<file path="src/rtl/rv32i_pkg.sv">
// rv32i_pkg: RV32I widths, opcodes, encoder formats and immediate range helpers
package rv32i_pkg;
  localparam int XLEN = 32;
  localparam int ILEN = 32;
  localparam logic [6:0] OP_IMM    = 7'h13;
  localparam logic [6:0] OP_LOAD   = 7'h03;
  localparam logic [6:0] OP_JALR   = 7'h67;
  localparam logic [6:0] OP_STORE  = 7'h23;
  localparam logic [6:0] OP_BRANCH = 7'h63;
  localparam logic [6:0] OP_LUI    = 7'h37;
  localparam logic [6:0] OP_AUIPC  = 7'h17;
  localparam logic [6:0] OP_JAL    = 7'h6f;
  localparam logic [ILEN-1:0] INSTR_NOP = 32'h00000013;
  typedef enum logic [3:0] {
    FMT_I_ALU, FMT_I_LD, FMT_I_JALR, FMT_S, FMT_B, FMT_LUI, FMT_AUIPC, FMT_J, FMT_LI
  } enc_fmt_e;
  function automatic logic fits_simm(input logic [XLEN-1:0] value, input int bits);
    logic [XLEN-1:0] msbs;
    msbs = XLEN'($signed(value) >>> (bits - 1));
    return msbs == '0 || msbs == '1;
  endfunction
  function automatic logic is_even(input logic [XLEN-1:0] value);
    return !value[0];
  endfunction
endpackage

</file>
<file path="src/rtl/instr_pack.sv">
// instr_pack: packs format + fields into one RV32I word and flags unrepresentable immediates
module instr_pack
  import rv32i_pkg::*;
(
  input  logic [3:0]      fmt_i,
  input  logic [4:0]      rd_i,
  input  logic [4:0]      rs1_i,
  input  logic [4:0]      rs2_i,
  input  logic [2:0]      f3_i,
  input  logic [XLEN-1:0] imm_i,
  output logic [ILEN-1:0] instr_o,
  output logic            err_o
);
  always_comb begin
    instr_o = INSTR_NOP;
    err_o   = 1'b1;
    case (fmt_i)
      FMT_I_ALU, FMT_I_LD, FMT_I_JALR: begin
        instr_o = {imm_i[11:0], rs1_i, f3_i, rd_i,
                   fmt_i == FMT_I_ALU ? OP_IMM : fmt_i == FMT_I_LD ? OP_LOAD : OP_JALR};
        err_o   = !fits_simm(imm_i, 12);
      end
      FMT_S: begin
        instr_o = {imm_i[11:5], rs2_i, rs1_i, f3_i, imm_i[4:0], OP_STORE};
        err_o   = !fits_simm(imm_i, 12);
      end
      FMT_B: begin
        instr_o = {imm_i[12], imm_i[10:5], rs2_i, rs1_i, f3_i, imm_i[4:1], imm_i[11], OP_BRANCH};
        err_o   = !(fits_simm(imm_i, 13) && is_even(imm_i));
      end
      FMT_LUI, FMT_AUIPC: begin
        instr_o = {imm_i[31:12], rd_i, fmt_i == FMT_LUI ? OP_LUI : OP_AUIPC};
        err_o   = imm_i[11:0] != '0;
      end
      FMT_J: begin
        instr_o = {imm_i[20], imm_i[10:1], imm_i[11], imm_i[19:12], rd_i, OP_JAL};
        err_o   = !(fits_simm(imm_i, 21) && is_even(imm_i));
      end
      default: ;
    endcase
  end
endmodule

</file>
<file path="src/rtl/instr_enc.sv">
// instr_enc: registered valid/ready RV32I instruction encoder; `INSTR_ENC_LI_EN enables li -> LUI+ADDI expansion
module instr_enc
  import rv32i_pkg::*;
(
  input  logic            clk,
  input  logic            rst_n,
  input  logic            req_valid_in,
  output logic            req_ready_out,
  input  logic [3:0]      req_fmt_in,
  input  logic [4:0]      req_rd_in,
  input  logic [4:0]      req_rs1_in,
  input  logic [4:0]      req_rs2_in,
  input  logic [2:0]      req_funct3_in,
  input  logic [XLEN-1:0] req_imm_in,
  output logic            instr_valid_out,
  input  logic            instr_ready_in,
  output logic [ILEN-1:0] instr_out,
  output logic            imm_err_out
);
`ifdef INSTR_ENC_LI_EN
  typedef enum logic [1:0] {IDLE, LAST, HI} state_e;
`else
  typedef enum logic [0:0] {IDLE, LAST} state_e;
`endif
  state_e state_q, state_d;
  logic [ILEN-1:0] instr_q, instr_d, beat;
  logic err_q, err_d, beat_err, accept, take, two_beat;
  logic [3:0] p_fmt;
  logic [4:0] p_rd, p_rs1;
  logic [2:0] p_f3;
  logic [XLEN-1:0] p_imm;
`ifdef INSTR_ENC_LI_EN
  logic [4:0] rd_q;
  logic [11:0] lo_q;
  logic li, fits, hi_st;
  // In HI the packer is free (no accept possible), so it builds the pending ADDI from the held fields
  assign li       = req_fmt_in == FMT_LI;
  assign fits     = fits_simm(req_imm_in, 12);
  assign hi_st    = state_q == HI;
  assign two_beat = li && !fits && req_imm_in[11:0] != '0;
  assign p_fmt    = hi_st || (li && fits) ? FMT_I_ALU : li ? FMT_LUI : req_fmt_in;
  assign p_rd     = hi_st ? rd_q : req_rd_in;
  assign p_rs1    = hi_st ? rd_q : li ? 5'd0 : req_rs1_in;
  assign p_f3     = hi_st || li ? 3'd0 : req_funct3_in;
  assign p_imm    = hi_st ? {{20{lo_q[11]}}, lo_q} :
                    li && !fits ? {req_imm_in + 32'h800} & 32'hffff_f000 : req_imm_in;
`else
  assign two_beat = 1'b0;
  assign p_fmt    = req_fmt_in;
  assign p_rd     = req_rd_in;
  assign p_rs1    = req_rs1_in;
  assign p_f3     = req_funct3_in;
  assign p_imm    = req_imm_in;
`endif
  instr_pack u_pack (
    .fmt_i  (p_fmt),
    .rd_i   (p_rd),
    .rs1_i  (p_rs1),
    .rs2_i  (req_rs2_in),
    .f3_i   (p_f3),
    .imm_i  (p_imm),
    .instr_o(beat),
    .err_o  (beat_err)
  );
  assign req_ready_out   = rst_n && (state_q == IDLE || (state_q == LAST && instr_ready_in));
  assign accept          = req_valid_in && req_ready_out;
  assign instr_valid_out = state_q != IDLE;
  assign take            = instr_valid_out && instr_ready_in;
  assign instr_out       = instr_q;
  assign imm_err_out     = err_q;
  always_comb begin
    state_d = state_q;
    instr_d = instr_q;
    err_d   = err_q;
    if (accept) begin
`ifdef INSTR_ENC_LI_EN
      state_d = two_beat ? HI : LAST;
`else
      state_d = LAST;
`endif
      instr_d = beat;
      err_d   = beat_err;
    end else if (take) begin
      state_d = state_q == LAST ? IDLE : LAST;
      instr_d = beat;
      err_d   = beat_err;
    end
  end
  always_ff @(posedge clk) begin
    if (!rst_n) begin
      state_q <= IDLE;
      instr_q <= '0;
      err_q   <= 1'b0;
`ifdef INSTR_ENC_LI_EN
      rd_q    <= '0;
      lo_q    <= '0;
`endif
    end else begin
      state_q <= state_d;
      instr_q <= instr_d;
      err_q   <= err_d;
`ifdef INSTR_ENC_LI_EN
      if (accept) begin
        rd_q <= req_rd_in;
        lo_q <= req_imm_in[11:0];
      end
`endif
    end
  end
endmodule

</file>
<file path="config.mk">
export PLATFORM = sky130hd
export DESIGN_NAME = instr_enc
export DESIGN_NICKNAME = d
export VERILOG_FILES = /design/src/rtl/rv32i_pkg.sv /design/src/rtl/instr_pack.sv /design/src/rtl/instr_enc.sv
export SDC_FILE = /design/constraint.sdc
export NUM_CORES = 1
export LEC_CHECK = 0
export BUFFER_PORTS_ARGS = -buffer_cell sky130_fd_sc_hd__buf_2
export CAP_MARGIN = 20
export CORE_MARGIN = 1
export CORE_UTILIZATION = 47
export DETAILED_ROUTE_END_ITERATION = 8
export PLACE_DENSITY = 0.8
export SLEW_MARGIN = 20
export SYNTH_ARGS = -nofsm -noshare
export SYNTH_HDL_FRONTEND = slang
export SYNTH_SLANG_ARGS = --single-unit
export TNS_END_PERCENT = 100
</file>
<file path="constraint.sdc">
create_clock -name clk -period 1.6 [get_ports clk]
set_input_delay 0.16 -clock clk [delete_from_list [all_inputs] [get_ports clk]]
set_output_delay 0.16 -clock clk [all_outputs]
set_load 0.005 [all_outputs]
</file>
==> metrics.txt, run 1 <==
Post-Syn Nets=316; Setup TNS Final=0 ns; period utilisation layout=89.5%; Die Span Y=68.4 um; Area Overhead vs Synth=30.9%; Post-Synth XOR/XNOR Area=0%; Setup Slack @ Placement=0.0151 ns; Synth area leaders=dfxtp_1, mux2_2, nor2_1; hold_buf cts=0; clk_skew=0.00619 ns; unrepaired setup endpoints after global routing=yes; IO Port Bufs=92; total routed wirelength=5970 um; simple-gate share of the synthesized area=26.5%; CP Class=flip-flop to flip-flop; die width=68.4 um; Yosys top cell area share=31.9%; TritonRoute pass-1 iters=4; initial antenna violation count=0; via/cell ratio=5.91; clk root buf=clkbuf_8; clk_lat worst skew=0.29 ns; VDD IR-drop max=0.528 mV; mux cell area share after synthesis=11.0%; minimum clock period after layout=1.43 ns; Post-synth top cells=nor2_1, dfxtp_1, a21oi_1, a22oi_1, mux2_2; Placement Cell Area=2610 um^2; Max FO, Critical Path=19; MaxCap Viol Count=0; CP most frequent cell=a21oi_1; Post-CTS Setup Bufs=0; num rows=23; core area=4120 um^2; Hold Path Class=input pin to flip-flop; Die ar.=4670 um^2; clock-pin slew on the worst setup and hold paths=0.07 ns; final worst slack=0.168 ns; synth warn=0; Synth Cell Area=2070 um^2; cells after synthesis=258; 1st-iter DRT viols=189; # clock sinks=33; Async SR Flop Fraction=0%; routed wire length per instance=14.8 um; adder-cell share of the synthesized area=0%; slew margin rel.=72.9%; CTS tree=built; Cell Chain, Critical Path=nand3b_1 -> a21oi_1 -> buf_4 -> nor2_1 -> a21oi_1 -> nand4_1; Critical-path top delay cell=dfxtp_1; cts bufs inserted=5; grt total ovfl=0; critical path data arrival time=1.60 ns; pwr/cell area=772 nW/um^2; DP HPWL=4500 um; Antenna Cells=0; Ports=93; Final setup viols=0; Max H-tree Level=2; Synth area leader=dfxtp_1; first-pass GRT wire length=9720 um; top-count cell post-synth=nor2_1; CP endpoint kind=flip-flop; synthesized flop and latch total=33; CP peak stage delay=0.35 ns; share of layout cells above drive strength 1=39.3%; vias=2388; CP startpoint kind=flip-flop; Final ANT Viol Nets=0; post-route cell area=2710 um^2; Avg Cell Area, Syn=8.02 um^2; largest net degree at the start of global routing=20; Leak=1.20 nW; vias in the first global route=2217; FILL cells=386; Initial Util=50.3%; compound-gate portion of the synthesized area=25.0%; Worst-Margin Slew=0.396 ns; gp weighted congestion=0.875; sequential share of the synthesized area=31.9%; CTS-repair resized insts=0; main combinational cell family by area after synthesis=simple AND/OR/NAND/NOR gates; DRC Markers=0; status=completed; fmax=699 MHz; post-synthesis cell type count=41; Final Hold Fails=0; Primary FF master, synth=dfxtp_1; fin. max-slew vios=0; Final Net Count=411; Max Root-Sink Buffers=2; Post-synth EDFFs=0; final hold slack=0.0864 ns; required time of the critical path=1.77 ns; Final Util=65.8%; gr usage total=27.7%
[report_power, final]
| group | leakage (nW) | internal, mW | switching [mW] |
|---|---|---|---|
| Sequential | 0.269 | 0.862 | 0.0221 |
| Clock | 0.0542 | 0.389 | 0.321 |
| Combinational | 0.876 | 0.234 | 0.263 |
[critical path: cells and delay by family, from the launching register on]
kind / cells / cell delay [ns]
compound gates: 2 / 0.34
buf+inv: 1 / 0.27
flops: 1 / 0.35
simple gates: 3 / 0.34
[path summary, 6_finish.rpt]
| kind | endpoint | depth (start not counted) | slack (ns) | from |
|---|---|---|---|---|
| setup / recovery | imm_err_out | 6 | 0.17 | instr_valid_out |
| hold / removal | instr_out[24] | 2 | 0.09 | req_rs2_in[4] |
| setup reg to reg | imm_err_out | 6 | 0.17 | instr_valid_out |
| hold reg to reg | instr_out[9] | 2 | 0.45 | instr_out[9] |
[placed cells by master (no fill, tap or decap), types with 2 or more instances in the layout]
cell type	count
nand3b_1	2
a22oi_1	18
nor3_1	7
nand4_1	6
a22o_1	4
mux2_1	2
nor2_1	47
nor3b_1	9
o2111ai_1	6
a2111oi_0	3
nand2b_1	3
nor4_1	8
inv_1	2
clkbuf_8	7
a21oi_1	23
nor2b_1	7
nand2_1	10
and2_1	2
o21ai_0	8
a221o_1	4
mux2_2	16
buf_2	92
buf_4	16
nand3_1	3
dfxtp_1	33
[area by class of cell]
type                            instances  area (um^2)  area share [%]
Tap cell                               50         62.6            2.31
Clock inverter                          1         5.00           0.185
Inverter                                2         7.51           0.277
Clock buffer                            7         96.3            3.56
Sequential cell                        33          661            24.4
Multi-Input combinational cell        203         1300            47.9
Timing Repair Buffer                  108          581            21.4
[flip-flops by register name, indices dropped and copies added (netlist names)]
| register | cells |
|---|---|
| imm_err_out | 1 |
| instr_out | 31 |
| instr_valid_out | 1 |
[logic make-up after synthesis]
| logic type | after synthesis |
|---|---|
| AO/OA/AOI/OAI | 74 |
| multiplexers | 20 |
| flip-flops | 33 |
| buffers and inverters | 22 |
| AND/OR/NAND/NOR | 109 |
[through the flow]
step | std cells | power, mW
global route | 404 | 2.21
floorplan | 258 | 1.18
global placement | 396 | 1.38
finish | 404 | 2.09
detailed placement | 396 | 1.39
CTS | 404 | 2.10
[per-layer routing]
metal,part of all wire [%],global-route usage [%]
met1,44,33.5
met2,47,45.7
met3,6.5,7.67
met4,2.3,11.5
met5,0,0
No activity file was read; power rests on OpenSTA's default activity.
==> run 2: changes to the inputs <==
- CORE_UTILIZATION: 47 -> 49
- CTS_BUF_LIST: unset -> sky130_fd_sc_hd__clkbuf_2 sky130_fd_sc_hd__clkbuf_4 sky130_fd_sc_hd__clkbuf_8
- PLACE_DENSITY: 0.8 -> 0.83
==> metrics.txt, run 2 (same netlist as run 1, synthesis figures left out) <==
DP HPWL=4430 um (was 4500 um); MaxCap Viol Count=0 (unchanged); Max Root-Sink Buffers=2 (unchanged); fin. max-slew vios=0 (unchanged); routed wire length per instance=14.5 um (was 14.8 um); vias in the first global route=1992 (was 2217); Max FO, Critical Path=7 (was 19); commonest cells after routing, fill and taps aside=buf_2, nor2_1, dfxtp_1 (unchanged); Reg2Reg Depth=5 (was 6); period utilisation layout=91.7% (was 89.5%); most used routing layer=met2 (unchanged); largest net degree at the start of global routing=22 (was 20); global routing usage on met2=44.6% (was 45.7%); first-pass GRT wire length=9040 um (was 9720 um); required time of the critical path=1.83 ns (was 1.77 ns); 1st-iter DRT viols=148 (was 189); Setup Slack @ Placement=0.0680 ns (was 0.0151 ns); clk root buf=clkbuf_8 (unchanged); Final ANT Viol Nets=0 (unchanged); max FFs per register=31 (unchanged); num rows=23 (unchanged); met3 Track Usage GR=7.36% (was 7.67%); GRT met1 Usage=32.6% (was 33.5%); Final Hold Fails=0 (unchanged); Die Span Y=67.0 um (was 68.4 um); core area=4030 um^2 (was 4120 um^2); # clock sinks=33 (unchanged); Setup TNS Final=0 ns (unchanged); IO Port Bufs=92 (unchanged); CP Class=flip-flop to flip-flop (unchanged); fmax=681 MHz (was 699 MHz); crit path launch=instr_valid_out (unchanged); status=completed (unchanged); Final setup viols=0 (unchanged); vias=2320 (was 2388); Crit Reg-Reg Endpoint=instr_out[23] (was imm_err_out); Max H-tree Level=2 (unchanged); Leak=1.20 nW (about the same); total routed wirelength=5840 um (was 5970 um); Final Net Count=409 (was 411); cts bufs inserted=5 (unchanged); clock-pin slew on the worst setup and hold paths=0.07 ns (about the same); VDD IR-drop max=0.534 mV (was 0.528 mV); Antenna Cells=0 (unchanged); DRC Markers=0 (unchanged); initial antenna violation count=0 (unchanged); CP endpoint kind=flip-flop (unchanged); gp weighted congestion=0.856 (was 0.875); share of layout cells above drive strength 1=39.2% (was 39.3%); CP startpoint kind=flip-flop (unchanged); pwr/cell area=770 nW/um^2 (was 772 nW/um^2); Power, Total=2.09 mW (about the same); grt total ovfl=0 (unchanged); Initial Util=51.4% (was 50.3%); CTS tree=built (unchanged); Hold Path Class=input pin to flip-flop (unchanged); gr usage total=26.9% (was 27.7%); hold_sp=req_rs2_in[4] (unchanged); critical path data arrival time=1.70 ns (was 1.60 ns); Worst-Margin Slew=0.558 ns (was 0.396 ns); via/cell ratio=5.77 (was 5.91); Area Overhead vs Synth=31.2% (was 30.9%); Post-CTS Setup Bufs=0 (unchanged); most common cell after layout, fill and taps aside=buf_2 (unchanged); worst r2r src=instr_valid_out (unchanged); R2R Setup Slk=0.13 ns (was 0.17 ns); final worst slack=0.133 ns (was 0.168 ns); Die ar.=4490 um^2 (was 4670 um^2); Setup crit end=instr_out[23] (was imm_err_out); die width=67.0 um (was 68.4 um); clk_lat worst skew=0.29 ns (about the same); clk_skew=0.00442 ns (was 0.00619 ns); TritonRoute pass-1 iters=4 (unchanged); minimum clock period after layout=1.47 ns (was 1.43 ns); hold_buf cts=0 (unchanged); unrepaired setup endpoints after global routing=no (was yes); slew margin rel.=61.9% (was 72.9%); CTS-repair resized insts=0 (unchanged); Ports=93 (unchanged)
==> run 2: report_power, final <==
part           total, mW  internal (mW)  switching [mW]
combinational      0.499          0.236           0.262
clock              0.706          0.389           0.317
sequential         0.885          0.862          0.0231
total               2.09           1.49           0.602
==> run 2: per-stage QoR <==
step           util, %  hold slack [ns]  instance area, um^2  std cells
3_3_place_gp      64.6            0.383                 2600        394
5_1_grt           67.4           0.0969                 2720        402
4_1_cts           67.1           0.0959                 2700        402
3_5_place_dp      64.6            0.391                 2600        394
6_report          67.4           0.0975                 2720        402
2_1_floorplan        -            0.277                 2070        258
==> run 2: per-layer routing <==
layer / wire length, um / part of all wire, %
met1: 2540 / 44
met2: 2770 / 47
met3: 400 / 6.9
met4: 126 / 2.2
met5: 0 / 0
==> run 2: worst min-delay path by stage <==
stage / endpoint / cells after the start
floorplan: instr_valid_out / 2
global placement: instr_out[21] / 2
detailed placement: instr_out[21] / 2
CTS: instr_out[24] / 2
global route: instr_out[22] / 2
finish: instr_out[24] / 2
==> run 2: final cells by class <==
cell class	count	area, um^2
clock buffers	7	96.3
clock inverters	1	5.00
fillers	365	1310
inverters	2	7.51
multi-input cells	203	1310
flip-flops and latches	33	661
well taps	50	62.6
repair buffers	106	578
==> run 2: critical path, cell delays in order, from the launching register on <==
cell and delay [ns]:
dfxtp_1 0.36, nand3b_1 0.20, a21oi_1 0.21, nand2_1 0.18, nor2_1 0.27, a221o_1 0.19
==> run 3: changes to the inputs <==
- CORE_UTILIZATION: 49 -> 30
- PLACE_DENSITY: 0.83 -> unset
- SETUP_SLACK_MARGIN: unset -> 0.15
==> metrics.txt, run 3 (same netlist as run 1, synthesis figures left out) <==
clk root buf=clkbuf_8 (unchanged); unrepaired setup endpoints after global routing=yes (was no); DRC Markers=0 (unchanged); worst hold path cell count=2 (unchanged); initial antenna violation count=0 (unchanged); most common cell after layout, fill and taps aside=buf_2 (unchanged); Critical-path top delay cell=o31ai_1 (was dfxtp_1); commonest cells after routing, fill and taps aside=buf_2, nor2_1, dfxtp_1 (unchanged); critical path data arrival time=1.57 ns (was 1.70 ns); Setup TNS Final=0 ns (unchanged); Final Util=43.5% (was 67.4%); # clock sinks=33 (unchanged); Worst-Margin Slew=0.426 ns (was 0.558 ns); CP endpoint kind=flip-flop (unchanged); Final ANT Viol Nets=0 (unchanged); Ports=93 (unchanged); via/cell ratio=5.28 (was 5.77); Max FO, Critical Path=7 (unchanged); gp weighted congestion=0.817 (was 0.856); Setup Slack @ Placement=0.0656 ns (was 0.0680 ns); TritonRoute pass-1 iters=4 (unchanged); routed wire length per instance=14.7 um (was 14.5 um); fin. max-slew vios=0 (unchanged); final worst slack=0.201 ns (was 0.133 ns); WHS Endpoint=instr_out[24] (unchanged); vias=2286 (was 2320); Max Root-Sink Buffers=2 (unchanged); Final Net Count=413 (was 409); MaxCap Viol Count=0 (unchanged); pwr/cell area=795 nW/um^2 (was 770 nW/um^2); CP peak stage delay=0.41 ns (was 0.36 ns); CP Class=flip-flop to flip-flop (unchanged); status=completed (unchanged); slew margin rel.=70.9% (was 61.9%); period utilisation layout=87.4% (was 91.7%); Sw Share=27.1% (was 28.8%); clock-pin slew on the worst setup and hold paths=0.07 ns (about the same); fmax=715 MHz (was 681 MHz); Final setup viols=0 (unchanged); Clock power frac=37.6% (was 33.8%); Crit Reg-Reg Endpoint=imm_err_out (was instr_out[23]); share of layout cells above drive strength 1=40.2% (was 39.2%); Final Hold Fails=0 (unchanged); required time of the critical path=1.77 ns (was 1.83 ns); CP startpoint kind=flip-flop (unchanged); core area=6490 um^2 (was 4030 um^2); grt total ovfl=0 (unchanged); Die ar.=7230 um^2 (was 4490 um^2); R2R Setup Slk=0.20 ns (was 0.13 ns); clk_skew=0.00590 ns (was 0.00442 ns); 1st-iter DRT viols=111 (was 148); worst r2r src=instr_valid_out (unchanged); Leak=1.23 nW (was 1.20 nW); max FFs per register=31 (unchanged); Initial Util=31.9% (was 51.4%); clk_lat worst skew=0.29 ns (about the same); net switching power=0.607 mW (was 0.602 mW); Cell Chain, Critical Path=and2_1 -> o31ai_1 -> nor3_1 -> a21oi_1 -> nand4_1 (was nand3b_1 -> a21oi_1 -> nand2_1 -> nor2_1 -> a221o_1); combinational share of power=23.0% (was 23.9%); Max H-tree Level=2 (unchanged); VDD IR-drop max=0.355 mV (was 0.534 mV); CTS tree=built (unchanged); Area Overhead vs Synth=36.4% (was 31.2%); Hold Path Class=input pin to flip-flop (unchanged); Pint=1.64 mW (was 1.49 mW); die width=85.1 um (was 67.0 um); vias in the first global route=2228 (was 1992); Reg2Reg Depth=5 (unchanged); DP HPWL=4960 um (was 4430 um); first-pass GRT wire length=10500 um (was 9040 um); IO Port Bufs=92 (unchanged); Seq pwr share=39.4% (was 42.4%); largest net degree at the start of global routing=20 (was 22); Antenna Cells=0 (unchanged); Die Span Y=85.1 um (was 67.0 um); num rows=29 (was 23); hold_sp=req_rs2_in[4] (unchanged); gr usage total=18.2% (was 26.9%); cts bufs inserted=5 (unchanged); total routed wirelength=6370 um (was 5840 um); minimum clock period after layout=1.40 ns (was 1.47 ns)
-- run 3: routing by layer --
metal	global-route usage (%)	part of all wire, %	up-vias
met3	5.35	7.1	6
met1	24.0	49	1042
met5	0	0	-
met4	5.08	0.88	0
met2	28.7	43	81
li1	-	-	1157
-- run 3: how the worst max path moves through the flow --
stage / start / endpoint
4_1_cts: instr_valid_out / instr_out[21]
5_1_grt: instr_valid_out / imm_err_out
3_3_place_gp: req_fmt_in[0] / instr_out[23]
3_5_place_dp: req_fmt_in[0] / instr_out[7]
2_1_floorplan: req_fmt_in[0] / instr_out[26]
6_report: instr_valid_out / imm_err_out
-- run 3: repair_timing --
action	in CTS	in global routing
hold endpoints to repair	0	0
buffers inserted	0	1
gates resized for setup	1	4
cloned	0	0
setup endpoints to repair	1	7
hold buffers	0	0
-- run 3: power by group through the flow --
stage                     Combinational [mW]  Clock [mW]  Sequential, mW
after global routing                   0.574       0.897           0.891
after global placement                 0.503           0           0.902
after CTS                              0.512       0.860           0.885
after floorplan                        0.276           0           0.907
final                                  0.517       0.843           0.885
after detailed placement               0.508           0           0.903
-- run 3: cell type report --
cell class / count / area, um^2
clock buffers: 7 / 90.1
clock inverters: 1 / 30.0
fillers: 667 / 3670
inverters: 2 / 7.51
multi-input cells: 203 / 1300
flip-flops and latches: 33 / 662
well taps: 77 / 96.3
repair buffers: 110 / 637
-- run 3: stage by stage --
step | instances | instance area [um^2] | total power, mW | hold WS (ns)
after floorplan | 258 | 2070 | 1.18 | 0.277
final | 433 | 2820 | 2.24 | 0.0918
after detailed placement | 424 | 2670 | 1.41 | 0.393
after global placement | 424 | 2670 | 1.41 | 0.385
after CTS | 432 | 2800 | 2.26 | 0.0900
after global routing | 433 | 2820 | 2.36 | 0.0911
-- run 3: critical path: cells and delay by family (launching register included) --
family | cells | cell delay (ns)
AND/OR/NAND/NOR | 3 | 0.34
flip-flops | 1 | 0.35
AO/OA/AOI/OAI | 2 | 0.57
